==> src/rtl/ifetch_pkg.sv <==
// Shared types and constants for the instruction fetch unit.
// Dual fetch is enabled by defining IFETCH_DUAL_EN (see ifetch_unit).
package ifetch_pkg;

  localparam int DATA_WIDTH = 32;
  localparam int IMEM_AW    = 6;

  typedef struct packed {
    logic [DATA_WIDTH-1:0] pc;
    logic [DATA_WIDTH-1:0] instr;
  } fetch_entry_t;

  // Byte addresses are forced onto a word boundary before use as a fetch PC
  function automatic logic [DATA_WIDTH-1:0] align_pc(input logic [DATA_WIDTH-1:0] pc);
    return pc & ~32'h0000_0003;
  endfunction

endpackage

==> src/rtl/ifetch_if.sv <==
// Fetch-unit bus: instruction memory read ports, redirect request and decode handshake.
interface ifetch_if;
  import ifetch_pkg::*;

  logic [IMEM_AW-1:0]    imem_a1;
  logic [IMEM_AW-1:0]    imem_a2;
  logic [DATA_WIDTH-1:0] imem_rd1;
  logic [DATA_WIDTH-1:0] imem_rd2;
  logic                  redirect_valid;
  logic [DATA_WIDTH-1:0] redirect_pc;
  logic                  out_valid;
  logic                  out_ready;
  logic [DATA_WIDTH-1:0] out_instr;
  logic [DATA_WIDTH-1:0] out_pc;

  modport master (
    output imem_a1, imem_a2,
    input  imem_rd1, imem_rd2,
    input  redirect_valid, redirect_pc,
    output out_valid,
    input  out_ready,
    output out_instr, out_pc
  );

  modport slave (
    input  imem_a1, imem_a2,
    output imem_rd1, imem_rd2,
    output redirect_valid, redirect_pc,
    input  out_valid,
    output out_ready,
    input  out_instr, out_pc
  );

endinterface

==> src/rtl/ifetch_buf.sv <==
// Circular instruction buffer: up to two pushes and one pop per cycle, plus flush.
module ifetch_buf
  import ifetch_pkg::*;
#(
  parameter int DEPTH = 4
) (
  input  logic                   clk,
  input  logic                   rst_n,
  input  logic [1:0]             push_cnt,
  input  fetch_entry_t           push0,
  input  fetch_entry_t           push1,
  input  logic                   pop,
  input  logic                   flush,
  output fetch_entry_t           head,
  output logic [$clog2(DEPTH):0] count
);

  localparam int PTR_W = $clog2(DEPTH);
  localparam int CNT_W = PTR_W + 1;

  fetch_entry_t     mem [DEPTH];
  logic [PTR_W-1:0] wr_ptr;
  logic [PTR_W-1:0] rd_ptr;
  logic [PTR_W-1:0] wr_ptr_p1;

  assign wr_ptr_p1 = wr_ptr + 1'b1;
  assign head      = mem[rd_ptr];

  // Storage needs no reset: the head is only exposed while count is nonzero
  always_ff @(posedge clk) begin
    if (push_cnt != 2'd0) mem[wr_ptr]    <= push0;
    if (push_cnt == 2'd2) mem[wr_ptr_p1] <= push1;
  end

  always_ff @(posedge clk or negedge rst_n) begin
    if (!rst_n) begin
      wr_ptr <= '0;
      rd_ptr <= '0;
      count  <= '0;
    end else if (flush) begin
      wr_ptr <= '0;
      rd_ptr <= '0;
      count  <= '0;
    end else begin
      wr_ptr <= wr_ptr + PTR_W'(push_cnt);
      rd_ptr <= rd_ptr + PTR_W'(pop);
      count  <= count + CNT_W'(push_cnt) - CNT_W'(pop);
    end
  end

endmodule

==> src/rtl/ifetch_unit.sv <==
// Instruction fetch unit feeding decode through a small buffer.
// Define IFETCH_DUAL_EN to fetch two words per cycle; otherwise one.
module ifetch_unit
  import ifetch_pkg::*;
#(
  parameter logic [31:0] RESET_PC  = 32'h0000_0000,
  parameter int          BUF_DEPTH = 4
) (
  input  logic     clk,
  input  logic     rst_n,
  ifetch_if.master bus
);

  localparam int CNT_W = $clog2(BUF_DEPTH) + 1;

  logic [DATA_WIDTH-1:0] fetch_pc;
  logic [CNT_W-1:0]      count;
  logic [CNT_W:0]        free;
  logic                  transfer;
  logic [1:0]            push_cnt;
  fetch_entry_t          head;
  fetch_entry_t          push0;
  fetch_entry_t          push1;

  assign transfer = bus.out_valid && bus.out_ready;
  assign free     = (CNT_W+1)'(BUF_DEPTH) - {1'b0, count} + (CNT_W+1)'(transfer);

  assign bus.imem_a1 = fetch_pc[IMEM_AW+1:2];
`ifdef IFETCH_DUAL_EN
  assign bus.imem_a2 = bus.imem_a1 + 1'b1;
`else
  assign bus.imem_a2 = bus.imem_a1;
`endif

  assign push0 = '{pc: fetch_pc,          instr: bus.imem_rd1};
  assign push1 = '{pc: fetch_pc + 32'd4,  instr: bus.imem_rd2};

  // A redirect flushes the buffer, so nothing fetched this cycle may be kept
  always_comb begin
    push_cnt = 2'd0;
    if (!bus.redirect_valid) begin
`ifdef IFETCH_DUAL_EN
      if (free >= (CNT_W+1)'(2))      push_cnt = 2'd2;
      else if (free == (CNT_W+1)'(1)) push_cnt = 2'd1;
`else
      if (free != '0)                 push_cnt = 2'd1;
`endif
    end
  end

  always_ff @(posedge clk or negedge rst_n) begin
    if (!rst_n)                  fetch_pc <= align_pc(RESET_PC);
    else if (bus.redirect_valid) fetch_pc <= align_pc(bus.redirect_pc);
    else                         fetch_pc <= fetch_pc + 32'({push_cnt, 2'b00});
  end

  ifetch_buf #(
    .DEPTH (BUF_DEPTH)
  ) u_buf (
    .clk      (clk),
    .rst_n    (rst_n),
    .push_cnt (push_cnt),
    .push0    (push0),
    .push1    (push1),
    .pop      (transfer),
    .flush    (bus.redirect_valid),
    .head     (head),
    .count    (count)
  );

  // With an empty buffer the outputs show registered fetch state, never memory data
  assign bus.out_valid = (count != '0);
  assign bus.out_instr = bus.out_valid ? head.instr : '0;
  assign bus.out_pc    = bus.out_valid ? head.pc    : fetch_pc;

endmodule
==> src/flat_wrapper.sv <==
// flat-port wrapper written by rule: the top's interface ports become plain ports
module ifetch_unit_flat import ifetch_pkg::*;
#(
  parameter logic [31:0] RESET_PC  = 32'h0000_0000,
  parameter int          BUF_DEPTH = 4
)
  (clk, rst_n, bus_imem_a1, bus_imem_a2, bus_imem_rd1, bus_imem_rd2, bus_redirect_valid, bus_redirect_pc, bus_out_valid, bus_out_ready, bus_out_instr, bus_out_pc);
  ifetch_if bus_i ();
  input  logic clk;
  input  logic rst_n;
  output wire logic [$bits(bus_i.imem_a1)-1:0] bus_imem_a1;
  output wire logic [$bits(bus_i.imem_a2)-1:0] bus_imem_a2;
  input wire logic [$bits(bus_i.imem_rd1)-1:0] bus_imem_rd1;
  input wire logic [$bits(bus_i.imem_rd2)-1:0] bus_imem_rd2;
  input wire logic [$bits(bus_i.redirect_valid)-1:0] bus_redirect_valid;
  input wire logic [$bits(bus_i.redirect_pc)-1:0] bus_redirect_pc;
  output wire logic [$bits(bus_i.out_valid)-1:0] bus_out_valid;
  input wire logic [$bits(bus_i.out_ready)-1:0] bus_out_ready;
  output wire logic [$bits(bus_i.out_instr)-1:0] bus_out_instr;
  output wire logic [$bits(bus_i.out_pc)-1:0] bus_out_pc;
  assign bus_imem_a1 = bus_i.imem_a1;
  assign bus_imem_a2 = bus_i.imem_a2;
  assign bus_i.imem_rd1 = bus_imem_rd1;
  assign bus_i.imem_rd2 = bus_imem_rd2;
  assign bus_i.redirect_valid = bus_redirect_valid;
  assign bus_i.redirect_pc = bus_redirect_pc;
  assign bus_out_valid = bus_i.out_valid;
  assign bus_i.out_ready = bus_out_ready;
  assign bus_out_instr = bus_i.out_instr;
  assign bus_out_pc = bus_i.out_pc;
  ifetch_unit #(.RESET_PC(RESET_PC), .BUF_DEPTH(BUF_DEPTH)) u_core (.clk(clk), .rst_n(rst_n), .bus(bus_i));
endmodule
==> config.mk <==
export PLATFORM = sky130hd
export DESIGN_NAME = ifetch_unit_flat
export DESIGN_NICKNAME = d
export VERILOG_FILES = /design/src/rtl/ifetch_pkg.sv /design/src/rtl/ifetch_if.sv /design/src/rtl/ifetch_buf.sv /design/src/rtl/ifetch_unit.sv /design/src/flat_wrapper.sv
export SDC_FILE = /design/constraint.sdc
export NUM_CORES = 1
export LEC_CHECK = 0
export ABC_CLOCK_PERIOD_IN_PS = 7200
export BUFFER_PORTS_ARGS = -buffer_cell sky130_fd_sc_hd__clkbuf_2
export CORE_MARGIN = 2
export CORE_UTILIZATION = 51
export DETAILED_ROUTE_END_ITERATION = 10
export PLACE_DENSITY_LB_ADDON = 0.1
export SETUP_SLACK_MARGIN = 0.05
export SLEW_MARGIN = 20
export SYNTH_ARGS = -nofsm -noshare
export SYNTH_HDL_FRONTEND = slang
export SYNTH_SLANG_ARGS = --single-unit
==> constraint.sdc <==
create_clock -name clk -period 7.2 [get_ports clk]
set_clock_uncertainty 0.15 [all_clocks]
set_input_delay 1.44 -clock clk [delete_from_list [all_inputs] [get_ports clk]]
set_output_delay 1.44 -clock clk [all_outputs]
set_load 0.01 [all_outputs]
==> run metrics <==
CP startpoint kind=register; CP max-delay cell=dfrtp_4; share of layout cells above drive strength 1=36.7%; area of the multi-input gates=3130 um2; P_sw=1.48 mW; Worst Tran Pin Value=1.05 ns; switch share=28.7%; grt ovf=0; DR vias/cell=5.77; Slew headroom=30.0%; Leak Pwr=4.78 nW; ANT nets after route=0; crit path max fanout=42; CTS tree=done; post-cts resize count=0; critical path arrival=2.73 ns; Seq/Total Area, Yosys=71.3%; IO Pins=177; MaxCap Viol Count=0; maximum clock path buffer count=3; fillcell total=1700; syn avg cell area=18.0 um2; Max Freq=0.231 GHz; Max rail drop VDD=0.000237 V; area of the die=24300 um2; cell row count=55; DR vias=6321; CTS buffer count=30; commonest non-fill, non-tap cell in the layout=edfxtp_1; overall global routing resource usage=20.1%; clock share of power=29.2%; Pwr per Cell Area=376 nW/um2; Min-Delay Path Class=register to register; CP required=5.61 ns; Core ar.=22600 um2; hold_buf cts=0; Setup CP Type=register to output port; PortBufs=140; Reg clk slew, reported paths=0.06 ns; crit path cell chain=buf_4, mux4_2, nand2_1, o21ai_0, clkbuf_2; CP Capture Type=output port; RSZ-0062 raised after global routing=no; Post-DP HPWL=14200 um; Post-route DRC=0; Die Wd=156 um; Num Clock Sinks=285; status=completed; DRT Pass-1 Iters=5; clock latency on the worst-skew pair=0.55 ns; Int Power=3.67 mW; setup TNS=0 ns; most frequent cells in the layout=edfxtp_1, clkbuf_2, mux4_2; critical path's largest stage delay=0.90 ns; Final Max Slew Viols=0; initial drt markers=386; Root Driver=clkbuf_16; sequential group share of total power=43.7%; ANT cells=0; Fin Hold WS=0.472 ns; largest net degree at the start of global routing=66; final core occ=60.4%; Buf+Inv Stages, Crit Path=2; number of global-route vias before repair=6787; Routed WL=23800 um; H-tree depth=1; final worst path period share=60.0%; Netlist cell types=40; global-route wire length before repair=37500 um; initial antenna violation count=0; Fin. Hold Viols=0; Final nets=896; delay-heaviest family, CP=flip-flops; Die H=156 um; Initial Util=51.9%; Comb pwr share=27.0%; # setup viols final=0; Synthesis Warnings=0; Cell Area, Synth=11700 um2; post-CTS setup repair buffer count=0; Synth Register Bits=285; drt wl/cell=21.7 um; gpl congestion=0.805; FF+latch area=8380 um2; fin crit period=4.32 ns; Cells after Synth=651; P&R area growth vs syn=16.5%
kinds of logic after synthesis:
| kind of cell | after synthesis | share of synthesized area, % |
|---|---|---|
| flip-flops | 285 | 71.3 |
| AND/OR/NAND/NOR | 143 | 6.85 |
| multiplexers | 91 | 14.7 |
| buffers and inverters | 60 | 2.44 |
| AO/OA/AOI/OAI | 45 | 2.41 |
| XOR/XNOR | 16 | 1.19 |
| adder cells (fa/ha/maj) | 10 | 1.13 |
| other | 1 | 0.0319 |
layout make-up:
cell class | instances | area share (%)
Clock buffer | 39 | 5.89
Sequential cell | 285 | 61.3
Tap cell | 285 | 2.61
Inverter | 11 | 0.302
Timing Repair Buffer | 151 | 5.87
Clock inverter | 17 | 1.20
Multi-Input combinational cell | 307 | 22.9
worst reg2reg max path: stages (launching register included):
cell,delay [ns]
dfrtp_1,0.41
or3_2,0.50
nand2_1,0.10
ha_1,0.17
inv_1,0.05
ha_1,0.18
nand4b_1,0.09
o21ai_0,0.09
a31o_2,0.34
inv_1,0.15
ha_1,0.31
and3_1,0.39
nand2_1,0.37
or4_1,0.57
a31oi_1,0.18
power groups by stage:
stage / clock [mW] / combinational [mW] / sequential, mW
after CTS: 1.53 / 1.37 / 2.30
after floorplan: 0 / 0.977 / 2.21
after global placement: 0 / 1.35 / 2.31
final: 1.50 / 1.39 / 2.25
after detailed placement: 0 / 1.36 / 2.33
after global routing: 1.59 / 1.52 / 2.28
worst paths after layout:
check / slack [ns] / end / depth (start not counted) / from
worst min register to register: 0.47 / u_core.u_buf.mem[2][59]$_DFFE_PP_ / 0 / u_core.fetch_pc[27]$_DFF_PN0_
worst max-delay path: 2.88 / bus_out_pc[19] / 5 / u_core.u_buf.rd_ptr[1]$_DFF_PN0_
min in group asynchronous: 0.86 / u_core.fetch_pc[17]$_DFF_PN0_ / 1 / rst_n
worst max register to register: 3.08 / u_core.fetch_pc[25]$_DFF_PN0_ / 14 / u_core.u_buf.count[1]$_DFF_PN0_
max in group asynchronous: 5.37 / u_core.u_buf.rd_ptr[1]$_DFF_PN0_ / 1 / rst_n
worst min-delay path: 0.47 / u_core.u_buf.mem[2][59]$_DFFE_PP_ / 0 / u_core.fetch_pc[27]$_DFF_PN0_
metal layers:
layer  GRT usage [%]  share of wire (%)  vias up
met2            33.6                 49      188
met5               0                  0        -
met3            3.36                5.0       37
met4            5.29                2.3        0
li1                -                  -     2851
met1            27.8                 43     3245
synth_stat cells:
cell type	number	area share (%)
xor2_1	9	0.67
nand2_1	30	0.96
nor3b_1	2	0.13
nand2b_1	2	0.11
or4_1	15	0.96
or3_2	1	0.064
fa_1	1	0.17
o21ai_0	19	0.81
nand4_1	14	0.75
buf_2	7	0.30
clkinv_1	1	0.032
mux4_2	62	12
or3_1	5	0.27
o31ai_1	8	0.51
and4_1	2	0.15
conb_1	1	0.032
o31a_1	2	0.15
clkbuf_1	26	0.83
edfxtp_1	248	63
dfrtp_1	37	7.9
inv_1	10	0.32
ha_1	9	0.96
and2_0	1	0.053
mux2_2	29	2.8
a31oi_1	11	0.59
buf_4	14	0.89
a211o_2	1	0.085
nor2b_1	3	0.16
and2_1	33	1.8
nand4b_1	1	0.075
nand3_1	10	0.43
xnor2_1	7	0.52
nor4_1	4	0.21
buf_1	2	0.064
o211ai_1	3	0.19
nand4_2	1	0.11
nor2_1	15	0.48
and3_1	3	0.16
nor3_1	1	0.043
a31o_2	1	0.075
through the flow:
| stage | worst slack (ns) | cell area, um2 | power (mW) | cells |
|---|---|---|---|---|
| 2_1_floorplan | 1.82 | 11800 | 3.19 | 652 |
| 3_3_place_gp | 2.62 | 12700 | 3.66 | 1038 |
| 3_5_place_dp | 2.50 | 12700 | 3.69 | 1038 |
| 4_1_cts | 2.38 | 13700 | 5.20 | 1094 |
| 5_1_grt | 2.71 | 13700 | 5.39 | 1095 |
| 6_report | 2.88 | 13700 | 5.14 | 1095 |
registers in the layout, indices dropped and copies added (netlist names):
| register | cells |
|---|---|
| u_core.u_buf.count | 3 |
| u_core.fetch_pc | 30 |
| u_core.u_buf.wr_ptr | 2 |
| u_core.u_buf.mem | 248 |
| u_core.u_buf.rd_ptr | 2 |
Power figures use the tool's default switching activity.
